[src/rtl/esdi_serial_cmd_port.sv]
// -----------------------------------------------------------------------------
// esdi_serial_cmd_port
//
// Drive-side ESDI serial command/status engine. It sits directly behind the
// (already polarity-corrected, active-high) ESDI serial interface pins:
//   - shifts in a 17-bit command frame (16 data bits MSB first + odd parity)
//     and presents it to drive firmware,
//   - takes a 16-bit status/config word from firmware and shifts it back to
//     the host as a 17-bit frame (odd parity bit appended last),
//   - owns esdi_command_complete (high = idle / ready for a command).
//
// Ports:
//   clk, reset                 system clock, synchronous active-high reset
//   esdi_transfer_req          host strobe (asynchronous)
//   esdi_command_data          host serial command data (asynchronous)
//   esdi_drive_selected        drive select, decoded elsewhere (asynchronous)
//   esdi_transfer_ack          handshake acknowledge to host
//   esdi_confstat_data         serial status/config data to host
//   esdi_command_complete      high while idle
//   cmd_word/cmd_parity_err    received command and its parity verdict
//   cmd_valid/cmd_ready        command handshake towards firmware
//   resp_word/resp_valid       status word offered by firmware
//   resp_ready                 status word accepted
//   abort                      1-cycle pulse on deselect (or timeout) abort
//   dbg_state_o                current FSM state, for observation only
//
// Handshakes (cmd_valid/cmd_ready, resp_valid/resp_ready): a transfer happens
// on a rising clk edge where both valid and ready are high. cmd_valid stays
// high, with cmd_word stable, until that edge. resp_ready is only high in the
// BUSY state while resp_valid is high, so it marks exactly the transfer cycle;
// resp_valid offered earlier simply waits.
//
// Optional feature: define ESDI_CMD_TIMEOUT_EN to add a req-inactivity
// watchdog that aborts a frame after TIMEOUT_CYCLES cycles without a req edge.
// -----------------------------------------------------------------------------
module esdi_serial_cmd_port #(
  parameter int SYNC_STAGES    = 2,
  parameter int ACK_SETUP      = 4,
  parameter int TIMEOUT_CYCLES = 1000000
) (
  input  logic        clk,
  input  logic        reset,
  input  logic        esdi_transfer_req,
  input  logic        esdi_command_data,
  input  logic        esdi_drive_selected,
  output logic        esdi_transfer_ack,
  output logic        esdi_confstat_data,
  output logic        esdi_command_complete,
  output logic [15:0] cmd_word,
  output logic        cmd_parity_err,
  output logic        cmd_valid,
  input  logic        cmd_ready,
  input  logic [15:0] resp_word,
  input  logic        resp_valid,
  output logic        resp_ready,
  output logic        abort,
  output logic [3:0]  dbg_state_o
);

  localparam int SW = (ACK_SETUP < 2) ? 1 : $clog2(ACK_SETUP);

  typedef enum logic [3:0] {
    IDLE        = 4'd0,
    C_SAMPLE    = 4'd1,
    C_WAIT_LOW  = 4'd2,
    C_WAIT_HIGH = 4'd3,
    C_PRESENT   = 4'd4,
    BUSY        = 4'd5,
    S_WAIT_HIGH = 4'd6,
    S_SETUP     = 4'd7,
    S_WAIT_LOW  = 4'd8
  } state_t;

  // ---------------------------------------------------------------------------
  // Input synchronizers and req edge detection
  // ---------------------------------------------------------------------------
  logic [SYNC_STAGES-1:0] req_sync_q, data_sync_q, sel_sync_q;
  logic                   req_prev_q;
  logic                   req_s, data_s, sel_s, req_rise;

  // The req chain and its edge history come out of reset at 1: a req that is
  // already high when reset is released then looks like "no edge", and a
  // command can only start after req has been seen low and then high again.
  always_ff @(posedge clk) begin
    if (reset) begin
      req_sync_q  <= '1;
      data_sync_q <= '0;
      sel_sync_q  <= '0;
      req_prev_q  <= 1'b1;
    end else begin
      req_sync_q  <= {req_sync_q[SYNC_STAGES-2:0], esdi_transfer_req};
      data_sync_q <= {data_sync_q[SYNC_STAGES-2:0], esdi_command_data};
      sel_sync_q  <= {sel_sync_q[SYNC_STAGES-2:0], esdi_drive_selected};
      req_prev_q  <= req_s;
    end
  end

  assign req_s    = req_sync_q[SYNC_STAGES-1];
  assign data_s   = data_sync_q[SYNC_STAGES-1];
  assign sel_s    = sel_sync_q[SYNC_STAGES-1];
  assign req_rise = req_s & ~req_prev_q;

  // ---------------------------------------------------------------------------
  // State and datapath registers
  // ---------------------------------------------------------------------------
  state_t          state_q, state_d;
  logic            ack_q, ack_d;
  logic            cs_q, cs_d;
  logic            cc_q, cc_d;
  logic            cv_q, cv_d;
  logic [15:0]     word_q, word_d;
  logic            perr_q, perr_d;
  logic [16:0]     shift_q, shift_d;
  logic [16:0]     rsp_q, rsp_d;
  logic [4:0]      count_q, count_d;
  logic [SW-1:0]   setup_q, setup_d;
  logic            abort_q, abort_d;
  logic            resp_ready_c;
  logic            timeout_hit;

  // ---------------------------------------------------------------------------
  // Optional req-inactivity watchdog
  // ---------------------------------------------------------------------------
`ifdef ESDI_CMD_TIMEOUT_EN
  localparam int TW = $clog2(TIMEOUT_CYCLES + 1);

  logic [TW-1:0] to_q, to_d;
  logic          req_fall, to_wait, to_sat;

  assign req_fall = ~req_s & req_prev_q;
  assign to_sat   = (to_q == TW'(TIMEOUT_CYCLES));
  assign to_wait  = (state_q == C_WAIT_LOW)  || (state_q == C_WAIT_HIGH) ||
                    (state_q == S_WAIT_HIGH) || (state_q == S_WAIT_LOW);
  assign timeout_hit = to_wait & to_sat;

  // Saturates instead of wrapping so a long idle period never re-arms it.
  always_comb begin
    to_d = to_q;
    if (req_rise || req_fall || (state_d == C_PRESENT) || (state_d == BUSY)) begin
      to_d = '0;
    end else if (!to_sat) begin
      to_d = to_q + TW'(1);
    end
  end

  always_ff @(posedge clk) begin
    if (reset) begin
      to_q <= '0;
    end else begin
      to_q <= to_d;
    end
  end
`else
  // No watchdog in this build; a negative cycle budget is the only value that
  // could ever make this true, so it folds to constant 0.
  assign timeout_hit = (TIMEOUT_CYCLES < 0);
`endif

  // ---------------------------------------------------------------------------
  // Next-state / output logic
  // ---------------------------------------------------------------------------
  always_comb begin
    state_d      = state_q;
    ack_d        = ack_q;
    cs_d         = cs_q;
    cc_d         = cc_q;
    cv_d         = cv_q;
    word_d       = word_q;
    perr_d       = perr_q;
    shift_d      = shift_q;
    rsp_d        = rsp_q;
    count_d      = count_q;
    setup_d      = setup_q;
    abort_d      = 1'b0;
    resp_ready_c = 1'b0;

    if ((state_q != IDLE) && (!sel_s || timeout_hit)) begin
      // Abort takes priority over everything, so no cmd_valid or resp_ready
      // can start on the abort cycle.
      ack_d   = 1'b0;
      cs_d    = 1'b0;
      cc_d    = 1'b1;
      cv_d    = 1'b0;
      count_d = 5'd0;
      abort_d = 1'b1;
      state_d = IDLE;
    end else begin
      case (state_q)
        IDLE: begin
          if (req_rise && sel_s) begin
            // Sample and acknowledge on the transition so ack follows the
            // synchronized req edge by a single cycle.
            shift_d = {shift_q[15:0], data_s};
            ack_d   = 1'b1;
            cc_d    = 1'b0;
            count_d = 5'd0;
            state_d = C_SAMPLE;
          end
        end
        C_SAMPLE: begin
          state_d = C_WAIT_LOW;
        end
        C_WAIT_LOW: begin
          if (!req_s) begin
            ack_d   = 1'b0;
            count_d = count_q + 5'd1;
            if (count_q == 5'd16) begin
              cv_d    = 1'b1;
              word_d  = shift_q[16:1];
              perr_d  = ~(^shift_q);
              state_d = C_PRESENT;
            end else begin
              state_d = C_WAIT_HIGH;
            end
          end
        end
        C_WAIT_HIGH: begin
          if (req_rise) begin
            shift_d = {shift_q[15:0], data_s};
            ack_d   = 1'b1;
            state_d = C_SAMPLE;
          end
        end
        C_PRESENT: begin
          if (cmd_ready) begin
            cv_d    = 1'b0;
            state_d = BUSY;
          end
        end
        BUSY: begin
          resp_ready_c = resp_valid;
          if (resp_valid) begin
            rsp_d   = {resp_word, ~(^resp_word)};
            count_d = 5'd0;
            state_d = S_WAIT_HIGH;
          end
        end
        S_WAIT_HIGH: begin
          if (req_rise) begin
            cs_d    = rsp_q[16];
            setup_d = '0;
            state_d = S_SETUP;
          end
        end
        S_SETUP: begin
          if (setup_q == SW'(ACK_SETUP - 1)) begin
            ack_d   = 1'b1;
            state_d = S_WAIT_LOW;
          end else begin
            setup_d = setup_q + SW'(1);
          end
        end
        S_WAIT_LOW: begin
          if (!req_s) begin
            ack_d   = 1'b0;
            count_d = count_q + 5'd1;
            rsp_d   = {rsp_q[15:0], 1'b0};
            if (count_q == 5'd16) begin
              cc_d    = 1'b1;
              cs_d    = 1'b0;
              count_d = 5'd0;
              state_d = IDLE;
            end else begin
              state_d = S_WAIT_HIGH;
            end
          end
        end
        default: begin
          state_d = IDLE;
        end
      endcase
    end
  end

  always_ff @(posedge clk) begin
    if (reset) begin
      state_q <= IDLE;
      ack_q   <= 1'b0;
      cs_q    <= 1'b0;
      cc_q    <= 1'b1;
      cv_q    <= 1'b0;
      word_q  <= '0;
      perr_q  <= 1'b0;
      shift_q <= '0;
      rsp_q   <= '0;
      count_q <= 5'd0;
      setup_q <= '0;
      abort_q <= 1'b0;
    end else begin
      state_q <= state_d;
      ack_q   <= ack_d;
      cs_q    <= cs_d;
      cc_q    <= cc_d;
      cv_q    <= cv_d;
      word_q  <= word_d;
      perr_q  <= perr_d;
      shift_q <= shift_d;
      rsp_q   <= rsp_d;
      count_q <= count_d;
      setup_q <= setup_d;
      abort_q <= abort_d;
    end
  end

  assign esdi_transfer_ack     = ack_q;
  assign esdi_confstat_data    = cs_q;
  assign esdi_command_complete = cc_q;
  assign cmd_word              = word_q;
  assign cmd_parity_err        = perr_q;
  assign cmd_valid             = cv_q;
  assign resp_ready            = resp_ready_c;
  assign abort                 = abort_q;
  assign dbg_state_o           = state_q;

endmodule

[config.mk]
export PLATFORM = sky130hd
export DESIGN_NAME = esdi_serial_cmd_port
export DESIGN_NICKNAME = d
export VERILOG_FILES = /design/src/rtl/esdi_serial_cmd_port.sv
export SDC_FILE = /design/constraint.sdc
export NUM_CORES = 1
export LEC_CHECK = 0
export ABC_CLOCK_PERIOD_IN_PS = 2450
export BUFFER_PORTS_ARGS = -buffer_cell sky130_fd_sc_hd__buf_2
export CAP_MARGIN = 40
export CORE_MARGIN = 2
export CORE_UTILIZATION = 55
export CTS_CLUSTER_SIZE = 24
export DETAILED_ROUTE_END_ITERATION = 8
export GPL_ROUTABILITY_DRIVEN = 0
export MAX_ROUTING_LAYER = met4
export PLACE_DENSITY = 0.82
export SYNTH_ARGS = -nofsm -noshare
export SYNTH_HDL_FRONTEND = slang
export SYNTH_SLANG_ARGS = --single-unit
[constraint.sdc]
create_clock -name clk -period 2.45 [get_ports clk]
set_input_delay 0.3675 -clock clk [delete_from_list [all_inputs] [get_ports clk]]
set_output_delay 0.3675 -clock clk [all_outputs]
set_load 0.01 [all_outputs]
Word level (Yosys, flattened, before mapping)
Index checks and enable logic that the tools add are counted.
{ "totals": {"mem_bits_rw": 0, "latch_bits": 0, "memories": 0, "reg_bits": 74, "rom_bits": 0} }
{ "op_classes": {"bitwise": 6, "n_reduce_logical": 27, "n_mul": 0, "n_lt_le_gt_ge": 0, "add_sub_neg": 2, "muxes": 44, "eq_ne": 22, "div": 0, "n_shift": 0} }
{ "ops": {"columns": ["cell", "n"], "rows": [
  ["$mux 17", 4],
  ["$pmux 17 s2", 2],
  ["$pmux 4 s9", 1],
  ["$mux 4", 8],
  ["$reduce_and 4->1", 7],
  ["$mux 5", 5],
  ["$ne 2x2->1 const B", 12],
  ["$pmux 5 s4", 1],
  ["$reduce_xor 17->1", 1],
  ["$eq 4x3->1 const B", 4],
  ["$reduce_xor 16->1", 1],
  ["$mux 1", 14],
  ["$reduce_bool 2->1", 6],
  ["$reduce_bool 4->1", 3],
  ["$reduce_and 5->1", 2],
  ["$eq 4x2->1 const B", 2],
  ["$reduce_and 8->1", 1],
  ["$mux 3", 2],
  ["$pmux 1 s2", 3],
  ["$add 5x1->5 const B", 1],
  ["$eq 5x5->1 const B", 1],
  ["$not 1->1", 5],
  ["$eq 4x1->1 const B", 1],
  ["$eq 4x4->1 const B", 1],
  ["10 further kinds", 13]
]} }

Longest topological paths before layout
{ "logic_depth": {"depth_word": 5, "ltp_mapped": 9, "ltp_nobuf": 8} }

Worst setup path before layout
OpenSTA, ideal clock, no wires.
{ "synth_timing": {"path_type": "register to register", "from": "register count_q[0]", "to": "register state_q[2] (netlist: dbg_state_o[2])", "stages_incl_launch_ff": 7, "setup_time_ns": 0.086, "t_arrival_ns": 1.650, "t_required_ns": 2.364, "period_less_slack_ns": 1.735, "path_slack_ns": 0.715, "cell_sequence": "dfxtp_1 inv_1 ha_1 nor4bb_1 a21oi_1 o32a_1 a211oi_1"} }
{ "synth_via": {"elab_chain_cells": 4, "elab_cells_between_ends": 6, "cone_classes": "eq/ne: 1; mux: 5"} }
{ "synth_rtl": {"columns": ["item", "line_no", "source"], "rows": [
  ["start: declaration", "115", "logic [4:0] count_q, count_d;"],
  ["start signal: assignment", "299", "count_q <= count_d;"],
  ["$eq 5x5->1 *", "207, 258", null],
  ["$mux 3 (on tied branches)", "258, 207", null],
  ["$mux 4 (on tied branches)", "254, 204", null],
  ["$pmux 4 s9 *", "188", "case (state_q)"],
  ["end signal: assignment", "290", "state_q <= state_d;"],
  ["end: declaration", "106", "state_t state_q, state_d;"]
]} }
Every way passes the cells marked *; elsewhere a longest branch is shown, timed or not. The select of a mux whose other input is x is not followed.
A chain may end at the register's enable or synchronous reset.

Worst setup path after layout
{ "layout_timing": {"from": "register state_q[3] (netlist: dbg_state_o[3])", "to": "output resp_ready"} }
{ "layout_via": {"elab_chain_cells": 3, "elab_cells_between_ends": 5, "cone_classes": "eq/ne: 1; mux: 2; reduce/logical: 2"} }
{ "layout_rtl": {"columns": ["item", "line_no", "source"], "rows": [
  ["$eq 4x3->1 or $reduce_bool 4->1 (tied branches)", "188, 177", null],
  ["$mux 1 or $logic_and 1x1->1 (tied branches)", "188, 177", null],
  ["$mux 1 *", "177", "if ((state_q != IDLE) && (!sel_s || timeout_hit)) begin"],
  ["end: declaration", "55", "output logic resp_ready,"]
]} }
Every way passes the cells marked *; elsewhere a longest branch is shown, timed or not.

==> qor.yml <==
cp-endpoint: "resp_ready"
pwr_density_cell_nw_per_um2: 720
number_of_buffers_created_by_cts: 9
port_buffers: 49
crit-reg2reg-capture: "dbg_state_o[1]"
finalSetupViolations: 0
crit_arrival_ns: 1.86
final_cell_mix: "dfxtp_1 (73), nor2_1 (49), buf_2 (49), nand2_1 (43), mux2i_1 (37)"
synth.lib_cells_used.distinct: 47
worst-setup-path-type: "reg2out"
number_of_global_route_vias_before_repair: 2787
post_synth_inst_count: 394
grt_antenna_before_repair: 0
fin_tns_setup_ns: 0
finish.cell_count_without_fillers: 516
initial_core_util_pct: 56.8
synth_area_um2: 3610
worstMarginPinSlew_ns: 0.715
cp.required_ns: 2.08
clock_tree.root_cell: "clkbuf_8"
ys_ff_latch: 74
detailroute.via_count: 2891
postSynthNetCount: 420
timing.final.hold_violations: 0
max_cap_violations: 0
place.detailed.hpwl_um: 4970
min_period_over_period_pct: 90.8
synth_edf_count: 0
post_dp_cell_area_um2: 3870
grtUsageTotal_pct: 21.9
power.static_leakage_nw: 1.59
ios: 50
layout_cell_share_with_drive_strength_beyond_1_pct: 23.0
clock_transition_at_the_registers_of_the_reported_paths_ns: 0.08
rsz0062_at_grt: "false"
cts_max_path_buffers: 2
cp-startpoint: "dbg_state_o[3]"
synthToLayoutAreaGrowth_pct: 12.7
cts_sinks: 74
critical_path.max_fanout: 19
timing.critical_path.to_type: "output pin"
ir_worst_vdd_uv: 606
synthesis.yosys.warnings: 0
rows: 29
detailedRoute.firstIterationViolations: 101
synth-seq-area-share_pct: 41.1
worstSetupStartpointType: "register"
finalNetCount: 462
r2r_setup_slack_ns: 0.29
core_area_um2: 6350
cts_tree: "yes"
ys_async_sr_fraction_pct: 0
run_status: "completed"
timing.slew.headroom_pct: 52.3
maxClockFrequency_mhz: 449
worstReg2RegStart: "dbg_state_o[3]"
place.detailed.instances: 502
post_cts.repair.setup_buffers: 0
antenna_cells: 0
die_h_um: 85.0
level_count_of_the_clock_h_tree: 3
grt-ovfl-total: 0
post_cts_hold_buffer_count: 0
clock_latency_ns: 0.34
post_synth.cell_area_avg_um2: 9.15
hold_path_class: "in2reg"
antenna_violating_nets_post_route: 0
drt_pre_antenna_iters: 4
vias_per_cell: 5.60
total_power_w: 0.00293
grt_pass1_wl_um: 12600
reg2reg_depth: 6
route.detailed.drc: 0
routed_wire_length_per_instance_um: 14.2
synth_top_flop_cell: "dfxtp_1"
maximum_number_of_pins_on_one_net_before_global_route_repair: 36
layout_min_cycle_time_ns: 2.23
die-area_um2: 7220
postLayoutCellArea_um2: 4060
mostFrequentLayoutCell: "dfxtp_1"
totalWireLength_um: 7330
die_x_um: 85.0
max_transition_viols_final: 0
finalClockSkew_ns: 0.0120
flip-flops by register name, summed over array words and instances, names as in the netlist:
| register | cells |
|---|---|
| rsp_q | 17 |
| shift_q | 17 |
| cmd_word | 16 |
| count_q | 5 |
| dbg_state_o | 4 |
| data_sync_q | 2 |
| req_sync_q | 2 |
| sel_sync_q | 2 |
| setup_q | 2 |
| abort | 1 |
| cmd_parity_err | 1 |
| cmd_valid | 1 |
| esdi_command_complete | 1 |
| esdi_confstat_data | 1 |
| esdi_transfer_ack | 1 |
| req_prev_q | 1 |
per-layer routing:
metal / vias to the layer above / GRT usage [%] / part of all wire, %
met3: 17 / 4.57 / 3.9
met2: 72 / 34.3 / 49
met1: 1369 / 26.6 / 44
met4: 0 / 11.0 / 2.7
met5: - / - / 0
li1: 1433 / - / -
area by class of cell:
type / instances / area (µm²)
inverter: 5 / 18.8
tap: 77 / 96.3
clock inverter: 3 / 40.0
clock buffer: 11 / 151
multi-input combinational: 289 / 1960
sequential: 74 / 1480
timing repair buffer: 57 / 318
fill: 528 / 2290
per-stage QoR:
| step | util [%] | setup slack, ns | hold slack, ns |
|---|---|---|---|
| after floorplan | - | 0.715 | 0.389 |
| after global placement | 60.9 | 0.424 | 0.405 |
| after detailed placement | 60.9 | 0.342 | 0.409 |
| after CTS | 64.0 | 0.0401 | 0.209 |
| after global routing | 64.0 | 0.105 | 0.219 |
| final | 64.0 | 0.225 | 0.217 |
cell usage after synthesis (2+ instances only):
library cell / count / share of area [%]
clkbuf_1: 8 / 0.83
buf_2: 7 / 0.97
nand2b_1: 8 / 1.4
a221oi_2: 2 / 0.83
nor2_2: 2 / 0.35
buf_4: 7 / 1.5
a211oi_2: 14 / 4.9
dfxtp_1: 74 / 41
a21oi_1: 33 / 4.6
or3_1: 3 / 0.52
xor2_1: 4 / 0.97
nand3b_1: 3 / 0.62
nand2_1: 43 / 4.5
ha_1: 3 / 1.0
or2_2: 4 / 0.69
nor2b_1: 9 / 1.6
a211oi_1: 5 / 1.0
inv_1: 5 / 0.52
o21ai_0: 5 / 0.69
nor2_1: 49 / 5.1
mux2i_1: 37 / 10
nor3_1: 8 / 1.1
nand3_1: 6 / 0.83
xnor2_1: 28 / 6.8
a211o_1: 2 / 0.49
buf_6: 3 / 0.94
and2_1: 2 / 0.35
worst max-delay path, stage by stage (launching register included):
cell,delay [ns]
dfxtp_1,0.79
nor2b_1,0.26
and4_1,0.31
buf_2,0.15
cell families after synthesis:
kind of cell	Yosys count	share of synthesized area, %
compound gates	69	14.8
flops	74	41.1
buf+inv	31	4.82
fa+ha+maj	3	1.04
simple gates	148	20.2
xor+xnor	32	7.77
mux	37	10.3
timing repair:
item | CTS | global route
gates resized for setup | 0 | 1
endpoints found under the setup margin | 0 | 1
endpoints found under the hold margin | 0 | 0
where the power goes:
| part | internal (W) | switching [W] |
|---|---|---|
| Sequential | 0.00125 | 0.0000895 |
| Combinational | 0.000294 | 0.000367 |
| Clock | 0.000511 | 0.000420 |
how the worst min path moves through the flow:
stage,from,end,slack (ns),cells after the start
floorplan,req_sync_q[0],req_sync_q[1],0.39,1
global route,esdi_transfer_req,req_sync_q[0],0.22,2
global placement,req_sync_q[0],req_sync_q[1],0.40,1
finish,esdi_transfer_req,req_sync_q[0],0.22,2
CTS,esdi_transfer_req,req_sync_q[0],0.21,2
detailed placement,req_sync_q[0],req_sync_q[1],0.41,1
Note: power is estimated with default switching activity, not from simulation.
